## src/rtl/sc_axil2regbus_pkg.sv

```systemverilog
// Shared types and helpers for the AXI4-Lite to SC register-bus bridge
// (the screg_pkg additions used by sc_axil2regbus).
//   SC_RESP_OKAY / SC_RESP_SLVERR : AXI response codes driven on BRESP/RRESP
//   sc_axil_wstate_t              : write FSM states
//   sc_axil_rstate_t              : read FSM states
//   mk_typ(prot)                  : builds the 10-bit regbus type field from AxPROT
package sc_axil2regbus_pkg;

   localparam logic [1:0] SC_RESP_OKAY   = 2'b00;
   localparam logic [1:0] SC_RESP_SLVERR = 2'b10;

   // Write and read states share a package, so the literals carry a prefix.
   typedef enum logic [2:0] {W_IDLE, W_ADDR, W_DATA, W_ISSUE, W_RESP} sc_axil_wstate_t;
   typedef enum logic [1:0] {R_IDLE, R_ISSUE, R_RESP} sc_axil_rstate_t;

   function automatic logic [9:0] mk_typ(input logic [2:0] prot);
      return {7'b0, prot};
   endfunction

endpackage

```

## src/rtl/sc_axil2regbus_if.sv

```systemverilog
// AXI4-Lite bus bundle for sc_axil2regbus.
//   modport slave  : bridge side (accepts AW/W/AR, returns B/R)
//   modport master : CPU / interconnect side
interface sc_axil2regbus_if;
   logic [31:0] AWADDR;
   logic [2:0]  AWPROT;
   logic        AWVALID;
   logic        AWREADY;
   logic [31:0] WDATA;
   logic [3:0]  WSTRB;
   logic        WVALID;
   logic        WREADY;
   logic [1:0]  BRESP;
   logic        BVALID;
   logic        BREADY;
   logic [31:0] ARADDR;
   logic [2:0]  ARPROT;
   logic        ARVALID;
   logic        ARREADY;
   logic [31:0] RDATA;
   logic [1:0]  RRESP;
   logic        RVALID;
   logic        RREADY;

   modport slave (
      input  AWADDR, AWPROT, AWVALID, WDATA, WSTRB, WVALID, BREADY,
             ARADDR, ARPROT, ARVALID, RREADY,
      output AWREADY, WREADY, BRESP, BVALID, ARREADY, RDATA, RRESP, RVALID
   );

   modport master (
      output AWADDR, AWPROT, AWVALID, WDATA, WSTRB, WVALID, BREADY,
             ARADDR, ARPROT, ARVALID, RREADY,
      input  AWREADY, WREADY, BRESP, BVALID, ARREADY, RDATA, RRESP, RVALID
   );
endinterface

```

## src/rtl/sc_axil2regbus_wdog.sv

```systemverilog
// Register-bus wait watchdog, built only when SC_REGBUS_TIMEOUT_EN is defined.
//   clk, rst_b : clock, synchronous active-low reset
//   start      : held high while not issuing; clears the count
//   waiting    : issuing and the register side is asserting wait
//   expire     : wait has lasted TIMEOUT_CYCLES cycles; force completion
// The counter saturates at TIMEOUT_CYCLES.
`ifdef SC_REGBUS_TIMEOUT_EN
module sc_regbus_wdog #(
   parameter int unsigned TIMEOUT_CYCLES = 255
) (
   input  logic clk,
   input  logic rst_b,
   input  logic start,
   input  logic waiting,
   output logic expire
);
   localparam int CW = $clog2(TIMEOUT_CYCLES + 1);
   localparam logic [CW-1:0] TC = CW'(TIMEOUT_CYCLES);

   logic [CW-1:0] cnt;

   always_ff @(posedge clk) begin
      if (!rst_b)
         cnt <= '0;
      else if (start)
         cnt <= '0;
      else if (waiting && cnt != TC)
         cnt <= cnt + CW'(1);
   end

   assign expire = waiting && (cnt == TC);
endmodule
`endif

```

## src/rtl/sc_axil2regbus.sv

```systemverilog
// AXI4-Lite slave that turns CPU transactions into SC register-bus cycles.
// Independent write and read FSMs, one outstanding transaction per direction.
// Optional macro SC_REGBUS_TIMEOUT_EN adds a wait watchdog per direction that
// forces an error completion after TIMEOUT_CYCLES wait cycles.
// Ports:
//   ACLK, ARESETN            : clock, synchronous active-low reset
//   axi                      : AXI4-Lite slave bundle (AW/W/B/AR/R)
//   wadr/wtyp/wenb/wdat      : regbus write request (wenb nonzero only while issuing)
//   wwat/werr                : regbus write wait / error
//   radr/rtyp/renb           : regbus read request
//   rdat/rwat/rerr           : regbus read data / wait / error
//
//   write state | meaning
//   W_IDLE      | AWREADY=WREADY=1, waiting for AW and/or W
//   W_ADDR      | AW held, waiting for W
//   W_DATA      | W held, waiting for AW
//   W_ISSUE     | regbus write driven, held while wwat
//   W_RESP      | BVALID held until BREADY
//
//   read state  | meaning
//   R_IDLE      | ARREADY=1, waiting for AR
//   R_ISSUE     | regbus read driven, held while rwat
//   R_RESP      | RVALID held until RREADY
module sc_axil2regbus
   import sc_axil2regbus_pkg::*;
#(
   parameter logic [31:0] ADDR_MASK      = 32'hFFFF_FFFF,
   parameter int unsigned TIMEOUT_CYCLES = 255
) (
   input  logic                ACLK,
   input  logic                ARESETN,
   sc_axil2regbus_if.slave     axi,
   output logic [31:0]         wadr,
   output logic [9:0]          wtyp,
   output logic [3:0]          wenb,
   output logic [31:0]         wdat,
   input  logic                wwat,
   input  logic                werr,
   output logic [31:0]         radr,
   output logic [9:0]          rtyp,
   output logic                renb,
   input  logic [31:0]         rdat,
   input  logic                rwat,
   input  logic                rerr
);
   sc_axil_wstate_t wstate;
   sc_axil_rstate_t rstate;
   logic [3:0]      w_strb;
   logic            w_expire;
   logic            r_expire;

   wire aw_hs = axi.AWVALID && axi.AWREADY;
   wire w_hs  = axi.WVALID && axi.WREADY;
   wire ar_hs = axi.ARVALID && axi.ARREADY;

`ifdef SC_REGBUS_TIMEOUT_EN
   sc_regbus_wdog #(.TIMEOUT_CYCLES(TIMEOUT_CYCLES)) u_wdog_w (
      .clk(ACLK), .rst_b(ARESETN), .start(wstate != W_ISSUE),
      .waiting((wstate == W_ISSUE) && wwat), .expire(w_expire)
   );
   sc_regbus_wdog #(.TIMEOUT_CYCLES(TIMEOUT_CYCLES)) u_wdog_r (
      .clk(ACLK), .rst_b(ARESETN), .start(rstate != R_ISSUE),
      .waiting((rstate == R_ISSUE) && rwat), .expire(r_expire)
   );
`else
   assign w_expire = 1'b0;
   assign r_expire = 1'b0;
`endif

   // Address/type are loaded on AW acceptance and data on W acceptance; wenb
   // stays 0 until both are present, so the early load is invisible to slaves.
   always_ff @(posedge ACLK) begin
      if (!ARESETN) begin
         wstate      <= W_IDLE;
         axi.AWREADY <= 1'b0;
         axi.WREADY  <= 1'b0;
         axi.BVALID  <= 1'b0;
         axi.BRESP   <= SC_RESP_OKAY;
         wadr        <= '0;
         wtyp        <= '0;
         wdat        <= '0;
         wenb        <= '0;
         w_strb      <= '0;
      end else begin
         if (aw_hs) begin
            wadr <= axi.AWADDR & ADDR_MASK;
            wtyp <= mk_typ(axi.AWPROT);
         end
         if (w_hs) begin
            wdat   <= axi.WDATA;
            w_strb <= axi.WSTRB;
         end
         case (wstate)
            W_IDLE: begin
               if (aw_hs && w_hs) begin
                  wstate      <= W_ISSUE;
                  wenb        <= axi.WSTRB;
                  axi.AWREADY <= 1'b0;
                  axi.WREADY  <= 1'b0;
               end else if (aw_hs) begin
                  wstate      <= W_ADDR;
                  axi.AWREADY <= 1'b0;
                  axi.WREADY  <= 1'b1;
               end else if (w_hs) begin
                  wstate      <= W_DATA;
                  axi.AWREADY <= 1'b1;
                  axi.WREADY  <= 1'b0;
               end else begin
                  axi.AWREADY <= 1'b1;
                  axi.WREADY  <= 1'b1;
               end
            end
            W_ADDR: begin
               if (w_hs) begin
                  wstate     <= W_ISSUE;
                  wenb       <= axi.WSTRB;
                  axi.WREADY <= 1'b0;
               end
            end
            W_DATA: begin
               if (aw_hs) begin
                  wstate      <= W_ISSUE;
                  wenb        <= w_strb;
                  axi.AWREADY <= 1'b0;
               end
            end
            W_ISSUE: begin
               if (!wwat || w_expire) begin
                  // Still waiting here means the watchdog fired.
                  wstate     <= W_RESP;
                  wenb       <= '0;
                  axi.BVALID <= 1'b1;
                  axi.BRESP  <= (wwat || werr) ? SC_RESP_SLVERR : SC_RESP_OKAY;
               end
            end
            W_RESP: begin
               if (axi.BREADY) begin
                  wstate      <= W_IDLE;
                  axi.BVALID  <= 1'b0;
                  axi.AWREADY <= 1'b1;
                  axi.WREADY  <= 1'b1;
               end
            end
            default: wstate <= W_IDLE;
         endcase
      end
   end

   always_ff @(posedge ACLK) begin
      if (!ARESETN) begin
         rstate      <= R_IDLE;
         axi.ARREADY <= 1'b0;
         axi.RVALID  <= 1'b0;
         axi.RRESP   <= SC_RESP_OKAY;
         axi.RDATA   <= '0;
         radr        <= '0;
         rtyp        <= '0;
         renb        <= 1'b0;
      end else begin
         case (rstate)
            R_IDLE: begin
               axi.ARREADY <= 1'b1;
               if (ar_hs) begin
                  rstate      <= R_ISSUE;
                  radr        <= axi.ARADDR & ADDR_MASK;
                  rtyp        <= mk_typ(axi.ARPROT);
                  renb        <= 1'b1;
                  axi.ARREADY <= 1'b0;
               end
            end
            R_ISSUE: begin
               if (!rwat || r_expire) begin
                  rstate     <= R_RESP;
                  renb       <= 1'b0;
                  axi.RVALID <= 1'b1;
                  axi.RDATA  <= rwat ? 32'h0 : rdat;
                  axi.RRESP  <= (rwat || rerr) ? SC_RESP_SLVERR : SC_RESP_OKAY;
               end
            end
            R_RESP: begin
               if (axi.RREADY) begin
                  rstate      <= R_IDLE;
                  axi.RVALID  <= 1'b0;
                  axi.ARREADY <= 1'b1;
               end
            end
            default: rstate <= R_IDLE;
         endcase
      end
   end
endmodule

```

## src/flat_wrapper.sv

```systemverilog
// flat-port wrapper written by rule: the top's interface ports become plain ports
module sc_axil2regbus_flat import sc_axil2regbus_pkg::*;
#(
   parameter logic [31:0] ADDR_MASK      = 32'hFFFF_FFFF,
   parameter int unsigned TIMEOUT_CYCLES = 255
)
  (ACLK, ARESETN, wadr, wtyp, wenb, wdat, wwat, werr, radr, rtyp, renb, rdat, rwat, rerr, axi_AWADDR, axi_AWPROT, axi_AWVALID, axi_WDATA, axi_WSTRB, axi_WVALID, axi_BREADY, axi_ARADDR, axi_ARPROT, axi_ARVALID, axi_RREADY, axi_AWREADY, axi_WREADY, axi_BRESP, axi_BVALID, axi_ARREADY, axi_RDATA, axi_RRESP, axi_RVALID);
  sc_axil2regbus_if axi_i ();
  input  logic ACLK;
  input  logic ARESETN;
  output logic [31:0] wadr;
  output logic [9:0] wtyp;
  output logic [3:0] wenb;
  output logic [31:0] wdat;
  input  logic wwat;
  input  logic werr;
  output logic [31:0] radr;
  output logic [9:0] rtyp;
  output logic renb;
  input  logic [31:0] rdat;
  input  logic rwat;
  input  logic rerr;
  input wire logic [$bits(axi_i.AWADDR)-1:0] axi_AWADDR;
  input wire logic [$bits(axi_i.AWPROT)-1:0] axi_AWPROT;
  input wire logic [$bits(axi_i.AWVALID)-1:0] axi_AWVALID;
  input wire logic [$bits(axi_i.WDATA)-1:0] axi_WDATA;
  input wire logic [$bits(axi_i.WSTRB)-1:0] axi_WSTRB;
  input wire logic [$bits(axi_i.WVALID)-1:0] axi_WVALID;
  input wire logic [$bits(axi_i.BREADY)-1:0] axi_BREADY;
  input wire logic [$bits(axi_i.ARADDR)-1:0] axi_ARADDR;
  input wire logic [$bits(axi_i.ARPROT)-1:0] axi_ARPROT;
  input wire logic [$bits(axi_i.ARVALID)-1:0] axi_ARVALID;
  input wire logic [$bits(axi_i.RREADY)-1:0] axi_RREADY;
  output wire logic [$bits(axi_i.AWREADY)-1:0] axi_AWREADY;
  output wire logic [$bits(axi_i.WREADY)-1:0] axi_WREADY;
  output wire logic [$bits(axi_i.BRESP)-1:0] axi_BRESP;
  output wire logic [$bits(axi_i.BVALID)-1:0] axi_BVALID;
  output wire logic [$bits(axi_i.ARREADY)-1:0] axi_ARREADY;
  output wire logic [$bits(axi_i.RDATA)-1:0] axi_RDATA;
  output wire logic [$bits(axi_i.RRESP)-1:0] axi_RRESP;
  output wire logic [$bits(axi_i.RVALID)-1:0] axi_RVALID;
  assign axi_i.AWADDR = axi_AWADDR;
  assign axi_i.AWPROT = axi_AWPROT;
  assign axi_i.AWVALID = axi_AWVALID;
  assign axi_i.WDATA = axi_WDATA;
  assign axi_i.WSTRB = axi_WSTRB;
  assign axi_i.WVALID = axi_WVALID;
  assign axi_i.BREADY = axi_BREADY;
  assign axi_i.ARADDR = axi_ARADDR;
  assign axi_i.ARPROT = axi_ARPROT;
  assign axi_i.ARVALID = axi_ARVALID;
  assign axi_i.RREADY = axi_RREADY;
  assign axi_AWREADY = axi_i.AWREADY;
  assign axi_WREADY = axi_i.WREADY;
  assign axi_BRESP = axi_i.BRESP;
  assign axi_BVALID = axi_i.BVALID;
  assign axi_ARREADY = axi_i.ARREADY;
  assign axi_RDATA = axi_i.RDATA;
  assign axi_RRESP = axi_i.RRESP;
  assign axi_RVALID = axi_i.RVALID;
  sc_axil2regbus #(.ADDR_MASK(ADDR_MASK), .TIMEOUT_CYCLES(TIMEOUT_CYCLES)) u_core (.ACLK(ACLK), .ARESETN(ARESETN), .axi(axi_i), .wadr(wadr), .wtyp(wtyp), .wenb(wenb), .wdat(wdat), .wwat(wwat), .werr(werr), .radr(radr), .rtyp(rtyp), .renb(renb), .rdat(rdat), .rwat(rwat), .rerr(rerr));
endmodule
```

## config.mk

```make
export PLATFORM = sky130hd
export DESIGN_NAME = sc_axil2regbus_flat
export DESIGN_NICKNAME = d
export VERILOG_FILES = /design/src/rtl/sc_axil2regbus_pkg.sv /design/src/rtl/sc_axil2regbus_if.sv /design/src/rtl/sc_axil2regbus_wdog.sv /design/src/rtl/sc_axil2regbus.sv /design/src/flat_wrapper.sv
export SDC_FILE = /design/constraint.sdc
export NUM_CORES = 1
export LEC_CHECK = 0
export BUFFER_PORTS_ARGS = -buffer_cell sky130_fd_sc_hd__buf_2
export CAP_MARGIN = 5
export CELL_PAD_IN_SITES_DETAIL_PLACEMENT = 1
export CELL_PAD_IN_SITES_GLOBAL_PLACEMENT = 1
export CORE_ASPECT_RATIO = 1.4
export CORE_MARGIN = 2
export CORE_UTILIZATION = 28
export DETAILED_ROUTE_END_ITERATION = 16
export GPL_TIMING_DRIVEN = 0
export PLACE_DENSITY_LB_ADDON = 0.1
export SYNTH_ARGS = -nofsm -noshare
export SYNTH_HDL_FRONTEND = slang
export SYNTH_SLANG_ARGS = --single-unit
```

## constraint.sdc

```tcl
create_clock -name ACLK -period 1.3 [get_ports ACLK]
set_clock_uncertainty 0.05 [all_clocks]
set_input_delay 0.065 -clock ACLK [delete_from_list [all_inputs] [get_ports ACLK]]
set_output_delay 0.065 -clock ACLK [all_outputs]
set_load 0.05 [all_outputs]
```

==> results.md <==
- Worst VDD drop: 0.781 mV
- Seq pwr share: 0.411
- Startpoint types: flip-flop
- Total Routing Usage GR: 0.205
- Worst path cell trace: buf_4, nand4bb_1, buf_6, clkbuf_16, nand2_1, a21oi_1
- Setup slack after layout: -0.0985 ns
- Count leader, synth: nand2_1
- GRT overflow: 0
- Top Ports: approximately 310
- CP max FO: 9
- Final design utilization: 0.510
- Final Cycle Share: 1.08
- Min-delay worst type: input port to flip-flop
- CP Launch Point: u_core.rstate[1]
- Seq cells post-synth: between 150 and 200
- Reg2reg path depth: 6
- First-pass GRT wire length: 36100 um
- Fillers: 2436
- Effective utilization at floorplan: 0.286
- Min cycle time layout: between 1 and 1.5 ns
- DR iter-0 viols: between 200 and 300
- Clock sinks: ~160
- Pint: approximately 8.5 mW
- DRC errors left: 0
- Port Buf Inserts: between 200 and 300
- Clock transition at path regs: 0.07 ns
- Die height: 173 um
- Max-cap violations: 0
- Slew @ Worst Pin: 0.648 ns
- Row count: 61
- CTS Buffer Depth: 2
- Vias per inst: 4.48
- Pre-antenna DRT Iters: 4
- Sum of negative setup slack: -1.70 ns
- Worst r2r src: u_core.rstate[1]
- Setup crit end kind: flip-flop
- Clock power frac: 0.365
- Area growth syn-to-layout: 78.4%
- Distinct cells, synth: 39
- Synthesized area: 5700 um^2
- Crit path required time: 1.52 ns
- Final hold slack: -0.155 ns
- Status: finished with violations
- Worst-Skew Late Latency: 0.42 ns
- Setup violations, final: 62
- Comb pwr share: 0.224
- Via count: between 6000 and 7000
- Max-slew headroom: 0.568
- Failing checks: negative hold slack, negative setup slack
- Max stage delay cell, worst path: dfxtp_4
- Final hold vios: 3
- Kind of critical path: flip-flop to flip-flop
- Placement Setup Slack: -0.545 ns
- Layout cells sized above 1: 0.380
- Core box area: 19900 um^2
- Num CTS Buffers: 17
- Sw power: 3.99 mW
- RSZ-0062 raised after global routing: true
- Post-synth top area share: 0.545
- Largest net degree at the start of global routing: 17
- Die area: 21500 um^2
- Main synth FF type: dfxtp_1
- Largest cells by area after synthesis: dfxtp_1 (54%), nand2_1 (18%), a21oi_1 (13%)
- Vias in the first global route: 7075
- Critical path's largest stage delay: 0.37 ns
- Sequential-to-total area share from yosys stat: 0.545
- WL per Instance: 15.5 um
- Arr. time, crit path: 1.62 ns
- HPWL Detailed: 15100 um
- Asr flop ratio synth: 0
- Power per cell area: 1230 nW/um^2
- Max Freq: 715 MHz
- Root Driver: clkbuf_16
- Synth cell count leaders: nand2_1 (280), dfxtp_1 (155), a21oi_1 (148)
- Static Leak: 4.53 nW
- ANT nets after route: 0
- Syn_area_per_cell: 8.06 um^2
- Initial antenna violation count: 0
- Routability cong.: 0.732
- CTS Hold Bufs: roughly 140
- Mapped Cells: 707
- Final Max Slew Viols: 0
- Die Width: 125 um
- CTS tree: built
- Synthesis Warnings: 0
- Hold Crit Depth: 2
- Post-synth EDFFs: 0
- Final wirelength: between 20000 and 25000 um
- CTS H-tree lvls: 4
- Hold path start: ARESETN
- Net Sw Frac: 0.319
- Largest area contributor in the netlist: dfxtp_1
- Final net count: roughly 1300
## per-stage QoR
stage          area [um^2]  cells  total power [mW]
6_report             10200   1464              12.5
5_1_grt              10200   1461              13.0
4_1_cts               9770   1454              12.5
3_5_place_dp          7550   1268              7.44
3_3_place_gp          7550   1268              7.43
2_1_floorplan         5760    722              6.73
## cell families (layout without fill, tap and decap cells)
family,count (synthesis),after routing,synth area share
and+or+nand+nor,307,307,0.221
muxes,1,1,0.00176
DFF,155,155,0.545
AOI/OAI and AO/OA,174,174,0.166
buffers and inverters,69,556,0.0668
other,1,19,0.000658
## metal layers
metal / vias up / global-route usage / routed length (um)
li1: 3271 / - / -
met1: 3031 / 0.223 / 8980
met2: 220 / 0.371 / 11500
met3: 42 / 0.0606 / 1460
met4: 0 / 0.0777 / 657
met5: - / 0 / 0
## sequential cells by signal (all words and copies together) (netlist names), 2 cells and up
signal            cells
u_core.axi.RDATA     32
u_core.radr          32
u_core.wadr          32
u_core.wdat          32
u_core.w_strb         4
u_core.wenb           4
u_core.rtyp           3
u_core.wstate         3
u_core.wtyp           3
u_core.rstate         2
## worst max-delay path: cells and delay by family (launching register included)
| kind | cells | cell delay (ns) |
|---|---|---|
| and+or+nand+nor | 2 | 0.27 |
| DFF | 1 | 0.37 |
| buffers and inverters | 3 | 0.47 |
| AOI/OAI and AO/OA | 1 | 0.08 |
## worst paths after layout
path	endpoint	slack, ns
setup / recovery	u_core.radr[2]	-0.1
hold / removal	u_core.wstate[2]	-0.16
setup reg to reg	u_core.radr[2]	-0.1
hold reg to reg	u_core.wdat[22]	0.40
## timing repair
action	CTS	global route
gates cloned	1	5
setup buffers	10	4
setup endpoints to repair	131	117
endpoints found under the hold margin	151	3
resized for setup	60	74
pin swaps	13	8
## power by group through the flow
stage,clock network (mW),logic (mW),registers (mW)
5_1_grt,4.88,3.00,5.17
3_3_place_gp,0,2.20,5.23
6_report,4.56,2.80,5.14
3_5_place_dp,0,2.21,5.23
2_1_floorplan,0,0.728,6.01
4_1_cts,4.70,2.65,5.13
## cells in the final DEF (no fill, tap or decap), types with 2 or more instances in the layout
master and count:
buf_6 8, clkbuf_1 16, nor4bb_2 3, inv_1 3, and4bb_2 2, clkbuf_2 7
a41oi_1 3, nor3_1 2, dfxtp_1 147, buf_2 294, nor2_1 5, o21ai_0 3
nand2b_1 3, buf_8 13, nand2_4 2, dfxtp_4 6, a21oi_1 138, clkbuf_16 21
and2_1 2, a211oi_2 4, nor3b_1 2, clkinvlp_4 7, conb_1 16, a21oi_2 11
inv_6 4, o21a_1 3, dlygate4sd3_1 143, nand2_1 251, nand2_2 27, a21o_1 2
dfxtp_2 2, buf_4 33, buf_1 2, diode_2 3, a41oi_2 2
## final cells by class
| type | instances | area [um^2] | area share |
|---|---|---|---|
| Sequential cell | 155 | 3130 | 0.308 |
| Buffer | 62 | 524 | 0.0516 |
| Tap cell | 252 | 315 | 0.0310 |
| Multi-Input combinational cell | 498 | 2490 | 0.245 |
| Antenna cell | 3 | 7.51 | 0.000739 |
| Clock inverter | 12 | 91.3 | 0.00899 |
| Inverter | 5 | 22.5 | 0.00222 |
| Timing Repair Buffer | 457 | 3150 | 0.310 |
| Clock buffer | 20 | 437 | 0.0430 |
Power figures use the tool's default switching activity.
